**src/rtl/riscv_mem_dma_pkg.sv**
```systemverilog
// Shared types and default memory-map constants for the riscv_mem_dma word-copy engine.
package riscv_mem_dma_pkg;

    localparam logic [31:0] DATA_BASE_DEFAULT = 32'h00800000;
    localparam logic [31:0] TEXT_BASE_DEFAULT = 32'h00400000;

    typedef enum logic [2:0] {
        IDLE,
        READ,
        WRITE,
        DONE,
        ERR
    } dma_state_e;

endpackage

```
**src/rtl/riscv_mem_dma_range_check.sv**
```systemverilog
// Checks that [base, base + 4*count) lies inside one 2^SEG_LOG2-byte segment.
module riscv_mem_dma_range_check
    import riscv_mem_dma_pkg::*;
#(
    parameter logic [31:0] SEG_BASE = DATA_BASE_DEFAULT,
    parameter int unsigned SEG_LOG2 = 13
) (
    input  logic [31:0] base_i,
    input  logic [15:0] count_i,
    output logic        in_range_o
);

    logic [32:0] seg_lo;
    logic [32:0] seg_hi;
    logic [32:0] end_addr;

    // 33-bit end address so a range wrapping past 2^32 is rejected
    assign seg_lo     = {1'b0, SEG_BASE};
    assign seg_hi     = seg_lo + (33'd1 << SEG_LOG2);
    assign end_addr   = {1'b0, base_i} + {15'd0, count_i, 2'b00};
    assign in_range_o = ({1'b0, base_i} >= seg_lo) && (end_addr <= seg_hi);

endmodule

```
**src/rtl/riscv_mem_dma.sv**
```systemverilog
// Word-copy DMA on the processor data port (2 cycles per word, forward order).
// Optional running checksum of copied words: define RISCV_MEM_DMA_CHECKSUM_EN.
module riscv_mem_dma
    import riscv_mem_dma_pkg::*;
#(
    parameter logic [31:0] DATA_START_ADDRESS = DATA_BASE_DEFAULT,
    parameter int unsigned DATA_BRAMS         = 2
) (
    input  logic        clk,
    input  logic        rst,
    input  logic        start,
    input  logic [31:0] src_addr,
    input  logic [31:0] dst_addr,
    input  logic [15:0] word_count,
    output logic        busy,
    output logic        done,
    output logic        error,
    output logic [31:0] dAddress,
    output logic        MemWrite,
    output logic [31:0] dWriteData,
    input  logic [31:0] dReadData,
    output logic [31:0] checksum
);

    dma_state_e  state_q;
    logic [31:0] src_q;
    logic [31:0] dst_q;
    logic [15:0] remaining_q;
    logic        src_ok;
    logic        dst_ok;
    logic        misaligned;

    riscv_mem_dma_range_check #(
        .SEG_BASE (DATA_START_ADDRESS),
        .SEG_LOG2 (11 + DATA_BRAMS)
    ) u_src_check (
        .base_i     (src_addr),
        .count_i    (word_count),
        .in_range_o (src_ok)
    );

    riscv_mem_dma_range_check #(
        .SEG_BASE (DATA_START_ADDRESS),
        .SEG_LOG2 (11 + DATA_BRAMS)
    ) u_dst_check (
        .base_i     (dst_addr),
        .count_i    (word_count),
        .in_range_o (dst_ok)
    );

    assign misaligned = (src_addr[1:0] != 2'b00) || (dst_addr[1:0] != 2'b00);

    always_ff @(posedge clk) begin
        if (rst) begin
            state_q     <= IDLE;
            src_q       <= '0;
            dst_q       <= '0;
            remaining_q <= '0;
        end else begin
            case (state_q)
                IDLE: begin
                    if (start) begin
                        src_q       <= src_addr;
                        dst_q       <= dst_addr;
                        remaining_q <= word_count;
                        // alignment is checked first; a zero-length copy skips the range test
                        if (misaligned)                 state_q <= ERR;
                        else if (word_count == 16'd0)   state_q <= DONE;
                        else if (!(src_ok && dst_ok))   state_q <= ERR;
                        else                            state_q <= READ;
                    end
                end
                READ:  state_q <= WRITE;
                WRITE: begin
                    src_q       <= src_q + 32'd4;
                    dst_q       <= dst_q + 32'd4;
                    remaining_q <= remaining_q - 16'd1;
                    state_q     <= (remaining_q == 16'd1) ? DONE : READ;
                end
                default: state_q <= IDLE;
            endcase
        end
    end

    assign busy       = (state_q == READ) || (state_q == WRITE);
    assign done       = (state_q == DONE);
    assign error      = (state_q == ERR);
    assign MemWrite   = (state_q == WRITE);
    assign dWriteData = MemWrite ? dReadData : '0;

    always_comb begin
        dAddress = '0;
        case (state_q)
            READ:    dAddress = src_q;
            WRITE:   dAddress = dst_q;
            default: dAddress = '0;
        endcase
    end

`ifdef RISCV_MEM_DMA_CHECKSUM_EN
    logic [31:0] checksum_q;

    always_ff @(posedge clk) begin
        if (rst)                           checksum_q <= '0;
        else if (state_q == IDLE && start) checksum_q <= '0;
        else if (state_q == WRITE)         checksum_q <= checksum_q + dReadData;
    end

    assign checksum = checksum_q;
`else
    assign checksum = '0;
`endif

endmodule

```
**config.mk**
```make
export PLATFORM = sky130hd
export DESIGN_NAME = riscv_mem_dma
export DESIGN_NICKNAME = d
export VERILOG_FILES = /design/src/rtl/riscv_mem_dma_pkg.sv /design/src/rtl/riscv_mem_dma_range_check.sv /design/src/rtl/riscv_mem_dma.sv
export SDC_FILE = /design/constraint.sdc
export NUM_CORES = 1
export LEC_CHECK = 0
export CORE_ASPECT_RATIO = 0.9
export CORE_MARGIN = 1.5
export CORE_UTILIZATION = 42
export CTS_BUF_LIST = sky130_fd_sc_hd__clkbuf_8
export DETAILED_ROUTE_END_ITERATION = 12
export PLACE_DENSITY = 0.77
export SLEW_MARGIN = 20
export SYNTH_ARGS = -nofsm -noshare
export SYNTH_HDL_FRONTEND = slang
export SYNTH_SLANG_ARGS = --single-unit
```
**constraint.sdc**
```tcl
create_clock -name clk -period 7.4 [get_ports clk]
set_clock_uncertainty 0.15 [all_clocks]
set_input_delay 2.22 -clock clk [delete_from_list [all_inputs] [get_ports clk]]
set_output_delay 2.22 -clock clk [all_outputs]
set_load 0.01 [all_outputs]
```
==> impl_metrics.env <==
export IMPL_power_density_nw_per_um2=125
export IMPL_die_area_um2=19800
export IMPL_clock_sinks=83
export IMPL_cts_buffers=9
export IMPL_netlist_area_leader_share=0.209
export IMPL_gp_congestion=1.00
export IMPL_dr_first_iter_drc_count=803
export IMPL_rsz0062_at_grt="no"
export IMPL_wirelength_um=30600
export IMPL_gr_usage_all_layers=0.303
export IMPL_min_period_ns=6.02
export IMPL_viasPerCell=6.40
export IMPL_ctsResizeCount=0
export IMPL_reg2reg_to="dst_q[29]$_SDFFE_PP0P_"
export IMPL_fin_ws_ns=1.38
export IMPL_via_count=9670
export IMPL_fin_crit_sh=0.813
export IMPL_insertion_delay_ns=0.39
export IMPL_core_area_um2=18500
export IMPL_syn_area_per_cell_um2=7.04
export IMPL_outcome="finished, final reports clean"
export IMPL_setup_tns_ns=0
export IMPL_die_y_um=133
export IMPL_antenna_found_initial=0
export IMPL_setup_violations_final=0
export IMPL_p_leak_nw=3.70
export IMPL_ir_worst_vdd_mv=0.0749
export IMPL_grt_pass1_wl_um=47900
export IMPL_areaGrowthSynthToFinish_pct=25.0
export IMPL_hpwl_um=22500
export IMPL_holdPathStages=2
export IMPL_yosysTopAreaCell="dfxtp_1"
export IMPL_grt_overflow_total=0
export IMPL_n_fill_cell=1864
export IMPL_critPathLaunchType="input pin"
export IMPL_dp_slack_ns=1.06
export IMPL_synth_most_common_cell="nor2_1"
export IMPL_multi_input_area_um2=5790
export IMPL_netlist_area_um2=7950
export IMPL_crit_type="in -> reg"
export IMPL_final_max_slew_viol_count=0
export IMPL_synth_edf_count=0
export IMPL_end_kind="flop"
export IMPL_synth_area_leaders="dfxtp_1 (21%), a21oi_1 (6.2%), ha_1 (5.7%)"
export IMPL_final_seq_area_um2=1660
export IMPL_htree_levels=3
export IMPL_drive_gt1_frac=0.0434
export IMPL_post_cts_setup_buffers=0
export IMPL_worst_hold_startpoint="dst_q[1]$_SDFFE_PP0P_"
export IMPL_clk_pin_slew_ns=0.09
export IMPL_hold_class="reg -> reg"
export IMPL_relSlewSlack=0.308
export IMPL_async_reset_ff_frac=0
export IMPL_cts_tree="built"
export IMPL_clk_root_buffer_cell="clkbuf_8"
export IMPL_dieWidth_um=148
export IMPL_crit_fanout=4
export IMPL_hold_viol_final=0
export IMPL_drv_cap=0
export IMPL_yosysWarnings=0
export IMPL_clock_path_buffers=2
export IMPL_rows=47
export IMPL_antenna_left=0
export IMPL_antennaDiodeCount=0
export IMPL_hold_end="dst_q[1]$_SDFFE_PP0P_"
export IMPL_worst_slew_pin_slew_ns=1.04
export IMPL_required_ns=7.55
export IMPL_grt_pass1_vias=8886
export IMPL_fmax_ghz=0.166
export IMPL_cts_hold_buf=0
export IMPL_remaining_drc_errors=0
export IMPL_start_util=0.430
export IMPL_io_pins=215
export IMPL_yosys_cell_types_count=82
export IMPL_reg2reg_slack_ns=4.25
export IMPL_synth_ff_type="dfxtp_1"
export IMPL_drt_first_pass_iters=5
export IMPL_io_buffers=182
export IMPL_synthCells=1129
export IMPL_yosysSeqAreaShare=0.209
export IMPL_wl_per_cell_um=20.2
export IMPL_r2r_start="dst_q[2]$_SDFFE_PP0P_"
export IMPL_fin_nets=1414
export IMPL_arrival_ns=6.17
export IMPL_yosys_top_cells_count="nor2_1 (117), nand2_1 (109), a21oi_1 (98)"
export IMPL_grt_max_degree=84
export IMPL_total_power_mw=1.24
export IMPL_reg2reg_depth=10
export IMPL_ys_seq_elements=83
-- layout by cell type, fill, tap and decap left out, types with 14 or more instances in the layout --
master           count
nand4_1             27
conb_1              32
ha_1                36
and3_1              53
nand3_1             37
a22o_1              27
nor4_1              29
inv_1               30
o211ai_1            14
o21ai_0             66
dfxtp_1             83
clkdlybuf4s50_1    181
a221oi_1            18
nor2_1             115
nand2_1            107
nor3_1              41
a21oi_1             98
a211oi_1            16
a31oi_1             25
-- metrics by stage --
stage / hold slack [ns] / util / area, um^2 / instances
floorplan: 0.282 / - / 8060 / 1160
global placement: 0.293 / 0.529 / 9760 / 1495
detailed placement: 0.297 / 0.529 / 9760 / 1495
CTS: 0.309 / 0.538 / 9930 / 1511
global route: 0.334 / 0.538 / 9930 / 1511
finish: 0.310 / 0.538 / 9930 / 1511
-- cells by family after synthesis --
kind of cell	synth area share
compound gates	0.318
xor+xnor	0.0154
fa+ha+maj	0.0617
buf+inv	0.0784
flops	0.209
mux	0.00913
other cells	0.000472
simple gates	0.308
-- worst max path at each step --
stage	from	end	slack [ns]
after floorplan	dst_addr[2]	state_q[0]$_SDFFE_PP0P_	2.13
after global placement	word_count[0]	state_q[0]$_SDFFE_PP0P_	1.12
after detailed placement	word_count[0]	state_q[0]$_SDFFE_PP0P_	1.06
after CTS	word_count[0]	state_q[0]$_SDFFE_PP0P_	1.46
after global routing	word_count[0]	state_q[0]$_SDFFE_PP0P_	1.19
final	word_count[0]	state_q[0]$_SDFFE_PP0P_	1.38
-- sequential cells by signal (all words and copies together), names as in the netlist --
signal and cells:
state_q 3, src_q 32, dst_q 32, remaining_q 16
-- layout make-up --
cell class / instances / share of cell area
multi-input cells: 946 / 0.583
well taps: 245 / 0.0309
clock buffers: 10 / 0.0139
repair buffers: 192 / 0.190
clock inverters: 6 / 0.00340
flip-flops and latches: 83 / 0.167
inverters: 29 / 0.0110
-- where the power goes --
group          switching (mW)  internal, mW
logic                   0.240         0.170
clock network           0.188         0.128
registers              0.0387         0.475
-- worst max-delay path: stages --
cell and delay, ns:
clkdlybuf4s50_1 0.57, ha_1 0.23, fa_1 0.42, or4_1 0.53, a21oi_1 0.15, o211ai_1 0.10, nor4_1 0.22, o21ai_0 0.13
o41ai_1 0.55, a41oi_1 0.23, nor4_2 0.39, a211oi_1 0.14, nor4b_2 0.28
-- layer usage --
metal | part of all wire | vias up | GRT usage
met5 | 0 | - | 0
met4 | 0.042 | 0 | 0.140
met3 | 0.095 | 97 | 0.0503
met2 | 0.45 | 587 | 0.475
met1 | 0.42 | 4459 | 0.408
li1 | - | 4527 | -
Note: power is estimated with default switching activity, not from simulation.
